[src/rtl/pc_gen.sv]
// rtl/pc_gen.sv - fetch-stage program-counter generator with redirects and return-address stack
//
// Purpose: holds the fetch PC and offers it to instruction fetch through a
// valid/ready handshake. Applies trap/jalr/jal/branch redirects from execute,
// flags misaligned control-flow targets, and keeps a circular return-address
// stack for call/return prediction.
//
// Ports:
//   clk, rst_n                  clock, synchronous active-low reset
//   fetch_valid_o/fetch_ready_i fetch request handshake
//   pc_o                        current fetch PC
//   ex_pc_i, rs1_i, imm_i       execute-stage operands for target computation
//   branch_en_i, jal_en_i,
//   jalr_en_i, trap_en_i        redirect requests (trap highest priority)
//   trap_vec_i                  trap target
//   halt_i                      stop fetching
//   link_o                      ex_pc_i + 4, combinational
//   ras_push_i, ras_pop_i       return-address stack controls
//   ras_top_o, ras_valid_o      stack prediction and non-empty flag
//   misalign_o, bad_addr_o      misaligned-target pulse and captured address
module pc_gen #(
  parameter int unsigned XLEN      = 32,
  parameter logic [XLEN-1:0] RESET_VEC = '0,
  parameter int unsigned IALIGN    = 4,
  parameter int unsigned RAS_DEPTH = 4
) (
  input  logic            clk,
  input  logic            rst_n,
  output logic            fetch_valid_o,
  input  logic            fetch_ready_i,
  output logic [XLEN-1:0] pc_o,
  input  logic [XLEN-1:0] ex_pc_i,
  input  logic [XLEN-1:0] rs1_i,
  input  logic [XLEN-1:0] imm_i,
  input  logic            branch_en_i,
  input  logic            jal_en_i,
  input  logic            jalr_en_i,
  input  logic            trap_en_i,
  input  logic [XLEN-1:0] trap_vec_i,
  input  logic            halt_i,
  output logic [XLEN-1:0] link_o,
  input  logic            ras_push_i,
  input  logic            ras_pop_i,
  output logic [XLEN-1:0] ras_top_o,
  output logic            ras_valid_o,
  output logic            misalign_o,
  output logic [XLEN-1:0] bad_addr_o
);

  localparam int unsigned PW = $clog2(RAS_DEPTH);
  localparam logic [XLEN-1:0] ALIGN_MASK = XLEN'(IALIGN - 1);
  localparam logic [PW:0]     RAS_FULL   = (PW+1)'(RAS_DEPTH);

  typedef enum logic [1:0] {
    ST_BOOT = 2'd0,
    ST_RUN  = 2'd1,
    ST_HALT = 2'd2
  } state_e;

  state_e          state_q, state_d;
  logic [XLEN-1:0] pc_q, pc_d;
  logic            misalign_q, misalign_d;
  logic [XLEN-1:0] bad_addr_q, bad_addr_d;

  logic [XLEN-1:0] target;
  logic            redirect;
  logic            check_align;
  logic            misaligned;

  // Return-address stack: ptr_q is the next slot to write, so the top lives
  // at ptr_q-1. The pointer wraps naturally, which overwrites the oldest entry
  // once the stack is full.
  logic [XLEN-1:0] ras_q [RAS_DEPTH];
  logic [PW-1:0]   ras_ptr_q;
  logic [PW:0]     ras_cnt_q;
  logic [PW-1:0]   ras_top_idx;

  assign link_o        = ex_pc_i + XLEN'(4);
  assign fetch_valid_o = (state_q == ST_RUN);
  assign pc_o          = pc_q;
  assign misalign_o    = misalign_q;
  assign bad_addr_o    = bad_addr_q;

  assign ras_top_idx = ras_ptr_q - PW'(1);
  assign ras_valid_o = (ras_cnt_q != '0);
  assign ras_top_o   = ras_valid_o ? ras_q[ras_top_idx] : '0;

  // Target selection, priority trap > jalr > jal > branch.
  always_comb begin
    target      = '0;
    redirect    = 1'b0;
    check_align = 1'b0;
    if (trap_en_i) begin
      target   = trap_vec_i;
      redirect = 1'b1;
    end else if (jalr_en_i) begin
      target      = (rs1_i + imm_i) & ~XLEN'(1);
      redirect    = 1'b1;
      check_align = 1'b1;
    end else if (jal_en_i || branch_en_i) begin
      target      = ex_pc_i + imm_i;
      redirect    = 1'b1;
      check_align = 1'b1;
    end
    misaligned = check_align && ((target & ALIGN_MASK) != '0);
  end

  always_comb begin
    state_d    = state_q;
    pc_d       = pc_q;
    misalign_d = 1'b0;
    bad_addr_d = bad_addr_q;

    // A misaligned target leaves pc_o alone; the trap controller follows up.
    if (redirect) begin
      if (misaligned) begin
        misalign_d = 1'b1;
        bad_addr_d = target;
      end else begin
        pc_d = target;
      end
    end else if (state_q == ST_RUN && fetch_ready_i) begin
      pc_d = pc_q + XLEN'(IALIGN);
    end

    case (state_q)
      ST_BOOT: state_d = ST_RUN;
      ST_RUN:  if (!redirect && halt_i) state_d = ST_HALT;
      ST_HALT: if (redirect) state_d = ST_RUN;
      default: state_d = ST_BOOT;
    endcase
  end

  always_ff @(posedge clk) begin
    if (!rst_n) begin
      state_q    <= ST_BOOT;
      pc_q       <= RESET_VEC;
      misalign_q <= 1'b0;
      bad_addr_q <= '0;
    end else begin
      state_q    <= state_d;
      pc_q       <= pc_d;
      misalign_q <= misalign_d;
      bad_addr_q <= bad_addr_d;
    end
  end

  // Push+pop together on a non-empty stack rewrites the top in place.
  always_ff @(posedge clk) begin
    if (!rst_n) begin
      ras_ptr_q <= '0;
      ras_cnt_q <= '0;
    end else if (ras_push_i && (!ras_pop_i || !ras_valid_o)) begin
      ras_ptr_q <= ras_ptr_q + PW'(1);
      if (ras_cnt_q != RAS_FULL) ras_cnt_q <= ras_cnt_q + (PW+1)'(1);
    end else if (ras_pop_i && !ras_push_i && ras_valid_o) begin
      ras_ptr_q <= ras_top_idx;
      ras_cnt_q <= ras_cnt_q - (PW+1)'(1);
    end
  end

  always_ff @(posedge clk) begin
    if (rst_n && ras_push_i) begin
      if (ras_pop_i && ras_valid_o) ras_q[ras_top_idx] <= link_o;
      else                          ras_q[ras_ptr_q]   <= link_o;
    end
  end

endmodule

[config.mk]
export PLATFORM = sky130hd
export DESIGN_NAME = pc_gen
export DESIGN_NICKNAME = d
export VERILOG_FILES = /design/src/rtl/pc_gen.sv
export SDC_FILE = /design/constraint.sdc
export NUM_CORES = 1
export LEC_CHECK = 0
export BUFFER_PORTS_ARGS = -buffer_cell sky130_fd_sc_hd__buf_2
export CELL_PAD_IN_SITES_DETAIL_PLACEMENT = 1
export CELL_PAD_IN_SITES_GLOBAL_PLACEMENT = 2
export CORE_UTILIZATION = 35
export CTS_CLUSTER_DIAMETER = 100
export DETAILED_ROUTE_END_ITERATION = 7
export PLACE_DENSITY_LB_ADDON = 0.1
export SLEW_MARGIN = 20
export SYNTH_ARGS = -nofsm -noshare
export SYNTH_HDL_FRONTEND = slang
export SYNTH_SLANG_ARGS = --single-unit
export TNS_END_PERCENT = 100
[constraint.sdc]
create_clock -name clk -period 6.3 [get_ports clk]
set_clock_uncertainty 0.05 [all_clocks]
set_input_delay 1.26 -clock clk [delete_from_list [all_inputs] [get_ports clk]]
set_output_delay 1.26 -clock clk [all_outputs]
set_load 0.02 [all_outputs]
# [Word-level counts from Yosys, hierarchy flattened]
# Memories as Yosys holds them, arrays and structs flattened.
# Index checks and enable logic that the tools add are counted.
[classes] n_addsub=8 n_eq_ne=7 mux=29 n_reduce_logical=25
[op_table] op="two-way mux 32 bit" n=8
[op_table] op="adder 32 x 3 -> 32 bit (second input constant)" n=2
[op_table] op="adder 32 bit" n=2
[op_table] op="nonzero test 32 bit" n=1
[op_table] op="OR reduction 32 bit" n=1
[op_table] op="two-way mux 1 bit" n=12
[op_table] op="two-way mux 2 bit" n=5
[op_table] op="AND reduction 2 bit" n=5
[op_table] op="two-way mux 3 bit" n=3
[op_table] op="logical AND 1 bit" n=8
[op_table] op="one-hot mux 2 bit (3 select lines)" n=1
[op_table] op="logical NOT 1 bit" n=4
[op_table] op="!= test 2 x 1 -> 1 bit (second input constant)" n=2
[op_table] op="!= test 2 bit (second input constant)" n=2
[op_table] op="nonzero test 2 bit" n=2
[op_table] op="adder 3 x 1 -> 3 bit (second input constant)" n=1
[op_table] op="!= test 3 bit (second input constant)" n=1
[op_table] op="nonzero test 3 bit" n=1
[op_table] op="subtractor 3 x 1 -> 3 bit (second input constant)" n=1
[op_table] op="adder 2 x 1 -> 2 bit (second input constant)" n=1
[op_table] op="equality test 2 x 1 -> 1 bit (second input constant)" n=1
[op_table] op="equality test 2 bit (second input constant)" n=1
[op_table] op="logical NOT 2 bit" n=1
[op_table] op="logical OR 1 bit" n=2
[op_table] op="subtractor 2 x 1 -> 2 bit (second input constant)" n=1
[totals] reg_bits=72 mem_bits_rw=128 inputBits=138 out_inout_bits=131 elab_cells=76 mem_count=1
[memory_table] memory="ras_q" words=4 width=32 read_ports=1 rd_ports_with_merged_regs=0 wr=1 line_no="73" text="logic [XLEN-1:0] ras_q [RAS_DEPTH];"

# [Logic depth before layout (Yosys ltp)]
# Gate-level depths: netlist of the first run.
[depth] word_depth=8 depth_mapped=13 ltp_nobuf=12

# [Least setup slack after synthesis of the first run]
# OpenSTA, ideal clock, no wires.
[synth_path] kind="input -> register" start="in ras_push_i" end="mem ras_q[2][0] (enable)" arrival_ns=4.302 required_ns=5.782 slack_ns=1.480 path_stages=4 cell_sequence="clkbuf_1 -> nand2_1 -> xor2_1 -> nor3b_1"
[synth_via] elab_chain_len=5 elab_cells_between_ends=8
[synth_rtl] item="start, declared" line_no="42" text="input logic ras_push_i,"
[synth_rtl] item="logical AND 1 bit (*)" line_no="163" text="if (rst_n && ras_push_i) begin"
[synth_rtl] item="two-way mux 1 bit" line_no="163"
[synth_rtl] item="two-way mux 1 bit (not written as such)" line_no="165" text="else ras_q[ras_ptr_q] <= link_o;"
[synth_rtl] item="OR reduction 32 bit (no line)"
[synth_rtl] item="two-way mux 2 bit (no line) / two-way mux 1 bit (equally long branches)"
[synth_rtl] item="end, declared" line_no="73"
# Mark *: on every way between the ends. The rest lies on a longest branch, timed or not.

# [Worst setup path in the final report of the first run]
[layout_path] start="in ex_pc_i[4]" end="out link_o[29]"
[layout_via] elab_chain_len=1
[layout_rtl] item="start, declared" line_no="32" text="input logic [XLEN-1:0] ex_pc_i,"
[layout_rtl] item="adder 32 x 3 -> 32 bit" line_no="78" text="assign link_o = ex_pc_i + XLEN'(4);"
[layout_rtl] item="end, declared" line_no="41" text="output logic [XLEN-1:0] link_o,"
# No other way between the ends.

==> results of run 1 <==
## cells in the mapped netlist (16+ instances only)
master / count
mux4_2: 32
and3_1: 19
dfxtp_1: 72
o21ai_0: 81
xor2_1: 29
o21ai_1: 26
inv_1: 33
a31oi_1: 16
nor2_1: 81
xnor2_1: 56
nand2_1: 105
edfxtp_1: 128
a21oi_1: 119
and2_1: 42
a21o_1: 28
clkbuf_1: 57
nor3_1: 30
nand4_1: 31
nand3_1: 45
ha_1: 63
## flip-flops by register name (all words and copies together) (netlist names)
| name | count |
|---|---|
| ras_ptr_q | 2 |
| pc_o | 32 |
| bad_addr_o | 32 |
| misalign_o | 1 |
| ras_q | 128 |
| state_q | 2 |
| ras_cnt_q | 3 |
## power by group through the flow
stage,clock (W),sequential (W),combinational [W]
final,0.00116,0.00162,0.00177
after global routing,0.00122,0.00164,0.00192
after CTS,0.00118,0.00163,0.00180
after detailed placement,0,0.00165,0.00180
after global placement,0,0.00165,0.00177
after floorplan,0,0.00168,0.00115
## metal layers
layer | wire length (um) | vias up
met1 | 20920 | 5598
met3 | 1675 | 26
li1 | - | 5449
met4 | 539 | 0
met2 | 22510 | 246
met5 | 0 | -
## area by class of cell
type	instances	area (um^2)	share of cell area, %
Multi-Input combinational cell	1010	7179	47.03
Sequential cell	200	5288	34.64
Timing Repair Buffer	288	1491	9.770
Tap cell	461	576.8	3.778
Clock buffer	17	425.4	2.787
Clock inverter	15	178.9	1.172
Inverter	33	123.9	0.8114
Antenna cell	1	2.502	0.01639
## how the worst max path moves through the flow
| stage | start | to | slack, ps | depth (start not counted) |
|---|---|---|---|---|
| finish | ex_pc_i[4] | link_o[29] | 1070 | 10 |
| global route | ex_pc_i[4] | link_o[27] | 840 | 10 |
| CTS | ex_pc_i[4] | link_o[29] | 1080 | 10 |
| detailed placement | ex_pc_i[4] | link_o[29] | 1090 | 10 |
| global placement | ex_pc_i[4] | link_o[29] | 1150 | 10 |
| floorplan | ras_push_i | ras_q[2][0] | 1480 | 4 |
## placed cells by master, fill, tap and decap left out, types with 6 or more instances in the layout
| cell | instances |
|---|---|
| a22oi_1 | 11 |
| nand3_1 | 45 |
| xnor2_1 | 56 |
| a21o_1 | 28 |
| nand4_1 | 31 |
| and4_1 | 7 |
| clkbuf_16 | 17 |
| xor2_1 | 29 |
| edfxtp_1 | 128 |
| nand2_1 | 105 |
| o21a_1 | 15 |
| or3_1 | 6 |
| mux4_2 | 32 |
| o21bai_1 | 11 |
| buf_4 | 20 |
| a21oi_1 | 118 |
| o21ai_1 | 26 |
| and2_1 | 42 |
| nor2b_1 | 7 |
| and3_1 | 19 |
| a31oi_1 | 16 |
| nand2b_1 | 8 |
| inv_1 | 33 |
| a211oi_1 | 12 |
| ha_1 | 63 |
| a221oi_1 | 10 |
| nor2_1 | 79 |
| buf_2 | 268 |
| o21ai_0 | 81 |
| nor3b_1 | 6 |
| nor4_1 | 7 |
| o221ai_1 | 6 |
| dfxtp_1 | 70 |
| o31ai_1 | 9 |
| nor3_1 | 29 |
## worst reg2reg max path, delay by kind of cell (launching register included)
| family | cells | cell delay, ps |
|---|---|---|
| simple gates | 4 | 950 |
| xor+xnor | 1 | 200 |
| buf+inv | 2 | 710 |
| flops | 1 | 380 |
## stage by stage
| step | cell area, um^2 | setup WS [ps] |
|---|---|---|
| 3_5_place_dp | 14660 | 1088 |
| 3_3_place_gp | 14660 | 1145 |
| 6_report | 15270 | 1069 |
| 4_1_cts | 15260 | 1080 |
| 2_1_floorplan | 12880 | 1480 |
| 5_1_grt | 15270 | 839.0 |
## cell families after synthesis
family / count (synthesis) / synth area share [%]
muxes: 38 / 6.112
xor gates and xnor gates: 85 / 5.781
and+or+nand+nor: 411 / 16.28
AOI/OAI and AO/OA: 410 / 20.84
buffers and inverters: 108 / 3.352
adders and majority gates: 66 / 6.588
DFF: 200 / 41.04
==> summary.txt, run 1 <==
Yosys
  • Dominant cell type by area after synthesis: edfxtp_1
  • Post-synth top area share: 29.85%
  • Post-synthesis sequential area ratio: 41.04%
  • Synth area leaders: edfxtp_1, dfxtp_1, ha_1, mux4_2, a21oi_1
  • FF+latch count, synth: 200
  • Synth Net Count: 1522
  • Post-synthesis cell area: 12880 um^2
  • Synth Area per Inst: 9.770 um^2
  • Cells after synthesis: 1318
  • Dominant synthesized flop cell: edfxtp_1
  • FFs w/ async S/R, synth: 0%
  • YS warnings: 0
  • Post-synth EDFFs: 128
  • Unique masters post-synth: 87

Layout
  • Post-Layout Cell Count: 2025
  • Fill cell count: 4195
  • P&R area growth vs syn: 18.55%
  • Fraction of layout cells with a size suffix above 1: 25.02%
  • Nets: 1754
  • Finished Core Util: 42.51%

Timing
  • Max-slew headroom: 38.02%
  • Final Max Tran Viols: 0
  • Final hold viol count: 0
  • Final setup violation count: 0
  • Worst Tran Pin Value: 929.6 ps
  • Final hold slack: 419.0 ps
  • Highest Clock Rate: 191.2 MHz
  • Fin crit share: 83.03%
  • Total negative slack: 0 ps
  • Unrepaired setup endpoints after global routing: false
  • Fin crit period: 5231 ps

Setup path
  • Critical Path Sink Type: output pin
  • R2R depth: 7
  • Worst setup path category: input pin to output pin
  • Slowest cell on crit path: and4_1
  • Worst Path Buf+Inv: 2
  • Required @ worst endpoint: 4990 ps
  • Crit path cell chain: buf_2 > and3_1 > and2_1 > nand4_1 > or2_2 > nor2_1 > and4_1 > nand4_1 > xnor2_1 > buf_2
  • Worst R2R Setup Slack: 3610 ps
  • Crit path largest cell delay: 420 ps
  • Critical R2R Launch: ras_cnt_q[0]
  • Crit path arrival time: 3920 ps
  • R2r endpoint: ras_q[2][24]
  • Crit-path max FO: 5
  • CP Launch Type: input pin
  • Delay-heaviest family, CP: simple AND/OR/NAND/NOR gates

Global route
  • Grt met1 use: 32.12%
  • GRT Total Usage: 24.28%
  • Met3 Use GR: 3.531%
  • Initial antenna violation count: 1
  • Top Usage Layer GRT: met2
  • Largest net degree at the start of global routing: 40
  • Global-route track usage on met2: 41.97%
  • Remaining Overflow, GRT: 0
  • Vias in the first global route: 11660
  • Global-route wire length before repair: 69.71 mm

Power
  • Reg power frac: 35.7%
  • Sw Share: 37.93%
  • Clock power frac: 25.4%
  • Pwr Density: 297.8 nW/um^2
  • Internal power: 0.002822 W
  • Logic pwr share: 38.9%
  • Maximum VDD drop: 0.0002124 V
  • Leak: 6.097 nW
  • Sw power: 0.001724 W
  • Total power: 0.004546 W

Die
  • Die area: 37560 um^2
  • Die Width: 193.8 um
  • Starting Density: 35.86%
  • Cell Rows: 69
  • I/O pin count: 269
  • Core Area: 35910 um^2
  • Die Ht: 193.8 um

Clock network
  • Clock latency on the worst-skew pair: 460 ps
  • # clock sinks: 200
  • Resized cells post-CTS: 0
  • CTS tree: yes
  • CTS max path bufs: 2
  • H-Tree Depth: 4
  • TritonCTS buffer count: 17
  • Post-CTS setup buffers: 0
  • Root Buffer: clkbuf_16
  • Clock-pin transition on the worst setup and hold timing paths: 80 ps
  • CTS Hold Bufs: 0

Place
  • Buffers added on ports: 268
  • Inst Count DP: 1992
  • HPWL Detailed: 34.73 mm
  • GPL Wtd Cong: 0.8600

Run status
  • Status: completed

Route
  • Drt first pass iters: 5
  • Routed Wire Length: 45.65 mm
  • Remaining antenna violation count: 0
  • DRC errors left: 0
  • Vias: 11320
  • Vias per std cell: 5.590
  • Drt wl/cell: 22.54 um
  • Initial detailed-routing violation count: 627

Hold path
  • Hold path endpoint: bad_addr_o[11]
  • Hold_sp: bad_addr_o[11]
  • Hold-critical path depth: 2
  • Hold crit path type: flip-flop to flip-flop

Run
  • Maxcap violations: 0
(Power assumes the default switching activity.)
==> inputs of run 2 (changes only) <==
- clock period: 6.3 -> 5.3 ns (I/O delays scaled with it)
==> summary.txt, run 2 (same netlist as run 1, synthesis figures left out) <==
Run status
  • Status: completed

Setup path
  • Worst setup path category: input pin to output pin
  • CP Launch Type: input pin
  • Crit path arrival time: 3570 ps (-350 ps)
  • Crit path largest cell delay: 400 ps (-20 ps)
  • Crit-path max FO: 5 (unchanged)
  • Required @ worst endpoint: 4190 ps (-800 ps)
  • Critical Path Sink Type: output pin
  • Crit path cell chain: buf_2 > and3_1 > and2_1 > nand4_1 > or2_2 > nor2_1 > buf_4 > and4_1 > nand4_1 > xnor2_1 > buf_2
  • Slowest cell on crit path: or2_2
  • R2R depth: 10 (+3)

Timing
  • Worst Tran Pin Value: 927.7 ps (-1.976 ps)
  • Total negative slack: 0 ps (unchanged)
  • Final setup violation count: 0 (unchanged)
  • Fin crit share: 88.37%
  • Unrepaired setup endpoints after global routing: false
  • Final hold viol count: 0 (unchanged)
  • Fin crit period: 4684 ps
  • Highest Clock Rate: 213.5 MHz
  • Post-route setup slack: 616.3 ps (-453.0 ps)
  • Max-slew headroom: 38.16% (+0.14 points)
  • Final Max Tran Viols: 0 (unchanged)

Die
  • Die Ht: 193.8 um (unchanged)
  • Cell Rows: 69 (unchanged)
  • Core Area: 35910 um^2 (unchanged)
  • Die Width: 193.8 um (unchanged)
  • I/O pin count: 269 (unchanged)
  • Starting Density: 35.86% (unchanged)
  • Die area: 37560 um^2 (unchanged)

Power
  • Sw Share: 38.63% (+0.69 points)
  • Internal power: 0.003276 W (+16%)
  • Clock power frac: 24.3% (-1.1 points)
  • Sw power: 0.002062 W (+20%)
  • Reg power frac: 36.8% (+1.1 points)
  • Logic pwr share: 38.9% (about the same)
  • Leak: 6.096 nW (about the same)
  • Pwr Density: 349.2 nW/um^2 (+17%)
  • Maximum VDD drop: 0.0002541 V (+20%)
  • Total power: 0.005338 W (+17%)

Layout
  • Commonest non-fill, non-tap cells in the layout: buf_2, edfxtp_1, a21oi_1
  • Finished Core Util: 42.56% (+0.052 points)
  • Nets: 1757 (+0.17%)
  • Top reg by flops: ras_q
  • Commonest non-fill, non-tap cell in the layout: buf_2
  • Fraction of layout cells with a size suffix above 1: 25.29% (+0.27 points)
  • Max reg flops: 128 (unchanged)
  • P&R area growth vs syn: 18.69%

Clock network
  • Clock latency on the worst-skew pair: 470 ps (about the same)
  • CTS Hold Bufs: 0 (unchanged)
  • Resized cells post-CTS: 0 (unchanged)
  • CTS tree: yes
  • Clock-pin transition on the worst setup and hold timing paths: 70 ps (about the same)
  • H-Tree Depth: 4 (unchanged)
  • # clock sinks: 200 (unchanged)
  • CTS max path bufs: 2 (unchanged)
  • TritonCTS buffer count: 17 (unchanged)
  • Root Buffer: clkbuf_16
  • Post-CTS setup buffers: 0 (unchanged)

Place
  • DP Worst Slack: 642.3 ps (-446.1 ps)
  • HPWL Detailed: 34.64 mm (-0.26%)
  • Buffers added on ports: 268 (unchanged)
  • GPL Wtd Cong: 0.8744 (+1.7%)

Global route
  • GRT Total Usage: 24.13% (-0.15 points)
  • Vias in the first global route: 11450 (-1.8%)
  • Initial antenna violation count: 4 (+3)
  • Remaining Overflow, GRT: 0 (unchanged)
  • Global-route wire length before repair: 68.94 mm (-1.1%)
  • Largest net degree at the start of global routing: 40 (unchanged)

Route
  • DRC errors left: 0 (unchanged)
  • Drt first pass iters: 5 (unchanged)
  • Initial detailed-routing violation count: 400 (-36%)
  • Remaining antenna violation count: 0 (unchanged)
  • Vias per std cell: 5.563 (-0.48%)
  • Drt wl/cell: 22.18 um (-1.6%)
  • Routed Wire Length: 45.07 mm (-1.3%)
  • Vias: 11300 (-0.13%)

Run
  • Maxcap violations: 0 (unchanged)

Hold path
  • Hold crit path type: flip-flop to flip-flop
  • Hold-critical path depth: 2 (unchanged)
-- run 2: cell count changes in the layout (fill, tap and decap cells not counted), sizes merged --
cell      previous run  this run
diode                1         5
buf                288       291
bufinv               2         0
clkinvlp             0         2
-- run 2: power by group through the flow --
stage                     Combinational [W]  Sequential [W]  Clock [W]
after detailed placement            0.00211         0.00200          0
after floorplan                     0.00136         0.00200          0
final                               0.00208         0.00196    0.00130
after global placement              0.00209         0.00199          0
after CTS                           0.00211         0.00197    0.00133
after global routing                0.00225         0.00199    0.00138
-- run 2: critical path, delay by kind of cell --
| kind | cells | cell delay [ps] |
|---|---|---|
| and+or+nand+nor | 7 | 1670 |
| buffers and inverters | 3 | 510 |
| xor gates and xnor gates | 1 | 330 |
-- run 2: path summary, 6_finish.rpt --
| check | end | slack, ps | from |
|---|---|---|---|
| max | link_o[29] | 620 | ex_pc_i[4] |
| min | bad_addr_o[5] | 400 | bad_addr_o[5] |
| max reg2reg | pc_o[30] | 2590 | pc_o[2] |
| min reg2reg | bad_addr_o[5] | 400 | bad_addr_o[5] |
-- run 2: layout make-up --
cell class | instances | area [um^2]
Clock buffer | 17 | 425.4
Sequential cell | 200 | 5288
Antenna cell | 5 | 12.51
Tap cell | 461 | 576.8
Inverter | 33 | 123.9
Fill cell | 4183 | 20630
Clock inverter | 15 | 152.6
Multi-Input combinational cell | 1010 | 7179
Timing Repair Buffer | 291 | 1526
-- run 2: per-layer routing --
metal,vias to the layer above,wire length (um),GRT usage (%)
li1,5461,-,-
met1,5596,21070,32.69
met2,218,22090,40.38
met3,29,1306,3.461
met4,0,602,6.202
met5,-,0,0
-- run 2: metrics by stage --
stage               std cells  instance area, um^2  hold WS [ps]
floorplan                1318                12880         461.3
global placement         1995                14690         394.7
detailed placement       1995                14690         397.7
CTS                      2027                15270         407.5
global route             2031                15280         431.4
finish                   2032                15280         404.7
==> inputs of run 3 (changes only) <==
- PLACE_DENSITY: not set -> 0.88
- PLACE_DENSITY_LB_ADDON: 0.1 -> not set
==> summary.txt, run 3 (same netlist as run 1, synthesis figures left out) <==
Run status
  • Status: finished with violations
  • Violated checks: DRC

Timing
  • Max-slew headroom: 40.13% (+2.0 points)
  • Fin crit period: 4720 ps (+36.00 ps)
  • Fin crit share: 89.05% (+0.68 points)
  • Highest Clock Rate: 211.9 MHz (-0.76%)
  • Final Max Tran Viols: 0 (unchanged)
  • Worst Tran Pin Value: 898.1 ps (-29.59 ps)
  • Final setup violation count: 0 (unchanged)
  • Unrepaired setup endpoints after global routing: false
  • Total negative slack: 0 ps (unchanged)
  • Final hold viol count: 0 (unchanged)
  • Post-route setup slack: 580.3 ps (-36.00 ps)

Power
  • Sw Share: 38.54% (-0.087 points)
  • Maximum VDD drop: 0.0002279 V (-10%)
  • Sw power: 0.002042 W (-0.97%)
  • Clock power frac: 23.9% (-0.4 points)
  • Internal power: 0.003256 W (-0.61%)
  • Logic pwr share: 38.6% (-0.3 points)
  • Reg power frac: 37.5% (+0.7 points)
  • Leak: 6.071 nW (-0.42%)
  • Pwr Density: 347.9 nW/um^2 (-0.40%)

Setup path
  • Delay-heaviest family, CP: simple AND/OR/NAND/NOR gates
  • Required @ worst endpoint: 4190 ps (about the same)
  • Critical Path Sink Type: output pin
  • Crit path cell chain: buf_2 > and3_1 > and2_1 > nand4_1 > or2_2 > nor2_1 > and4_1 > nand4_1 > xnor2_1 > buf_2
  • Worst setup path category: input pin to output pin
  • Crit path arrival time: 3610 ps (+40 ps)
  • Slowest cell on crit path: or2_2
  • Worst Path Buf+Inv: 2 (-1)
  • Crit-path max FO: 5 (unchanged)
  • Crit path largest cell delay: 410 ps (about the same)
  • CP Launch Type: input pin

Die
  • Die Ht: 193.8 um (unchanged)
  • Die area: 37560 um^2 (unchanged)
  • Core Area: 35910 um^2 (unchanged)
  • Die Width: 193.8 um (unchanged)
  • I/O pin count: 269 (unchanged)
  • Starting Density: 35.86% (unchanged)
  • Cell Rows: 69 (unchanged)

Route
  • Drt wl/cell: 22.53 um (+1.6%)
  • Vias: 11560 (+2.2%)
  • Remaining antenna violation count: 0 (unchanged)
  • Vias per std cell: 5.687 (+2.2%)
  • DRC errors left: 2 (+2)
  • Initial detailed-routing violation count: 634 (+59%)
  • Drt first pass iters: 8 (+3)
  • Routed Wire Length: 45.78 mm (+1.6%)

Place
  • Inst Count DP: 1994 (-0.050%)
  • HPWL Detailed: 35.08 mm (+1.3%)
  • DP Worst Slack: 597.6 ps (-44.67 ps)
  • GPL Wtd Cong: 0.8902 (+1.8%)
  • Buffers added on ports: 268 (unchanged)

Clock network
  • CTS max path bufs: 2 (unchanged)
  • Clock-pin transition on the worst setup and hold timing paths: 70 ps (about the same)
  • CTS Hold Bufs: 0 (unchanged)
  • H-Tree Depth: 4 (unchanged)
  • CTS tree: yes
  • TritonCTS buffer count: 17 (unchanged)
  • Clock latency on the worst-skew pair: 460 ps (about the same)
  • Root Buffer: clkbuf_16
  • Resized cells post-CTS: 0 (unchanged)
  • Post-CTS setup buffers: 0 (unchanged)
  • # clock sinks: 200 (unchanged)

Global route
  • Global-route wire length before repair: 70.56 mm (+2.4%)
  • Largest net degree at the start of global routing: 38 (-5.0%)
  • GRT Total Usage: 24.48% (+0.35 points)
  • Vias in the first global route: 11870 (+3.7%)
  • Remaining Overflow, GRT: 0 (unchanged)
  • Initial antenna violation count: 6 (+2)

Layout
  • Nets: 1756 (-0.057%)
  • Max reg flops: 128 (unchanged)
  • Post-Layout Cell Count: 2032 (unchanged)
  • Commonest non-fill, non-tap cells in the layout: buf_2, edfxtp_1, a21oi_1
  • Top reg by flops: ras_q
  • Fraction of layout cells with a size suffix above 1: 25.00% (-0.29 points)
  • P&R area growth vs syn: 18.28%
  • Commonest non-fill, non-tap cell in the layout: buf_2

Hold path
  • Hold crit path type: flip-flop to flip-flop

Run
  • Maxcap violations: 0 (unchanged)
## run 3: cell count changes in the layout (fill, tap and decap cells not counted)
cell	previous run	this run
clkbuf_1	0	2
clkinv_8	2	0
diode_2	5	7
buf_12	1	0
clkinv_1	0	1
clkinv_4	2	3
clkinvlp_4	2	1
dfxtp_1	70	71
dfxtp_2	2	1
inv_1	33	32
inv_12	1	0
inv_6	5	4
inv_8	2	3
## run 3: power groups by stage
| stage | Combinational [W] | Sequential, W | Clock (W) |
|---|---|---|---|
| detailed placement | 0.00206 | 0.00203 | 0 |
| CTS | 0.00207 | 0.00199 | 0.00130 |
| global placement | 0.00202 | 0.00201 | 0 |
| finish | 0.00204 | 0.00199 | 0.00127 |
| global route | 0.00220 | 0.00202 | 0.00134 |
| floorplan | 0.00136 | 0.00200 | 0 |
## run 3: tightest hold or removal path: cells and delay by family (launching register included)
family | cells | cell delay [ps]
simple gates | 1 | 50
compound gates | 1 | 50
flops | 1 | 310
## run 3: layer usage
metal / global-route usage, % / up-vias / part of all wire, %
met1: 31.73 / 5759 / 44
met4: 8.289 / 0 / 2.1
met3: 4.018 / 50 / 4.2
met5: 0 / - / 0
met2: 41.40 / 290 / 49
li1: - / 5457 / -
## run 3: area by class of cell
type | instances | area (um^2)
timing repair buffer | 290 | 1506
tap | 461 | 576.8
multi-input combinational | 1010 | 7179
clock buffer | 19 | 432.9
clock inverter | 12 | 107.6
fill | 4183 | 20680
sequential | 200 | 5286
antenna | 7 | 17.52
inverter | 33 | 123.9
## run 3: worst paths after layout
check                startpoint             to  slack [ps]  cells past startpoint
hold reg to reg   bad_addr_o[2]  bad_addr_o[2]         410                      2
setup reg to reg        pc_o[2]       pc_o[30]        2580                     10
hold / removal    bad_addr_o[2]  bad_addr_o[2]         410                      2
setup / recovery     ex_pc_i[4]     link_o[29]         580                     10
## run 3: stage by stage
| stage | hold WS [ps] | power, W | utilization, % | area [um^2] |
|---|---|---|---|---|
| 3_3_place_gp | 395.8 | 0.004038 | 40.85 | 14670 |
| 5_1_grt | 432.1 | 0.005561 | 42.40 | 15230 |
| 3_5_place_dp | 402.2 | 0.004081 | 40.85 | 14670 |
| 6_report | 410.8 | 0.005298 | 42.41 | 15230 |
| 2_1_floorplan | 461.3 | 0.003364 | - | 12880 |
| 4_1_cts | 414.5 | 0.005358 | 42.36 | 15210 |
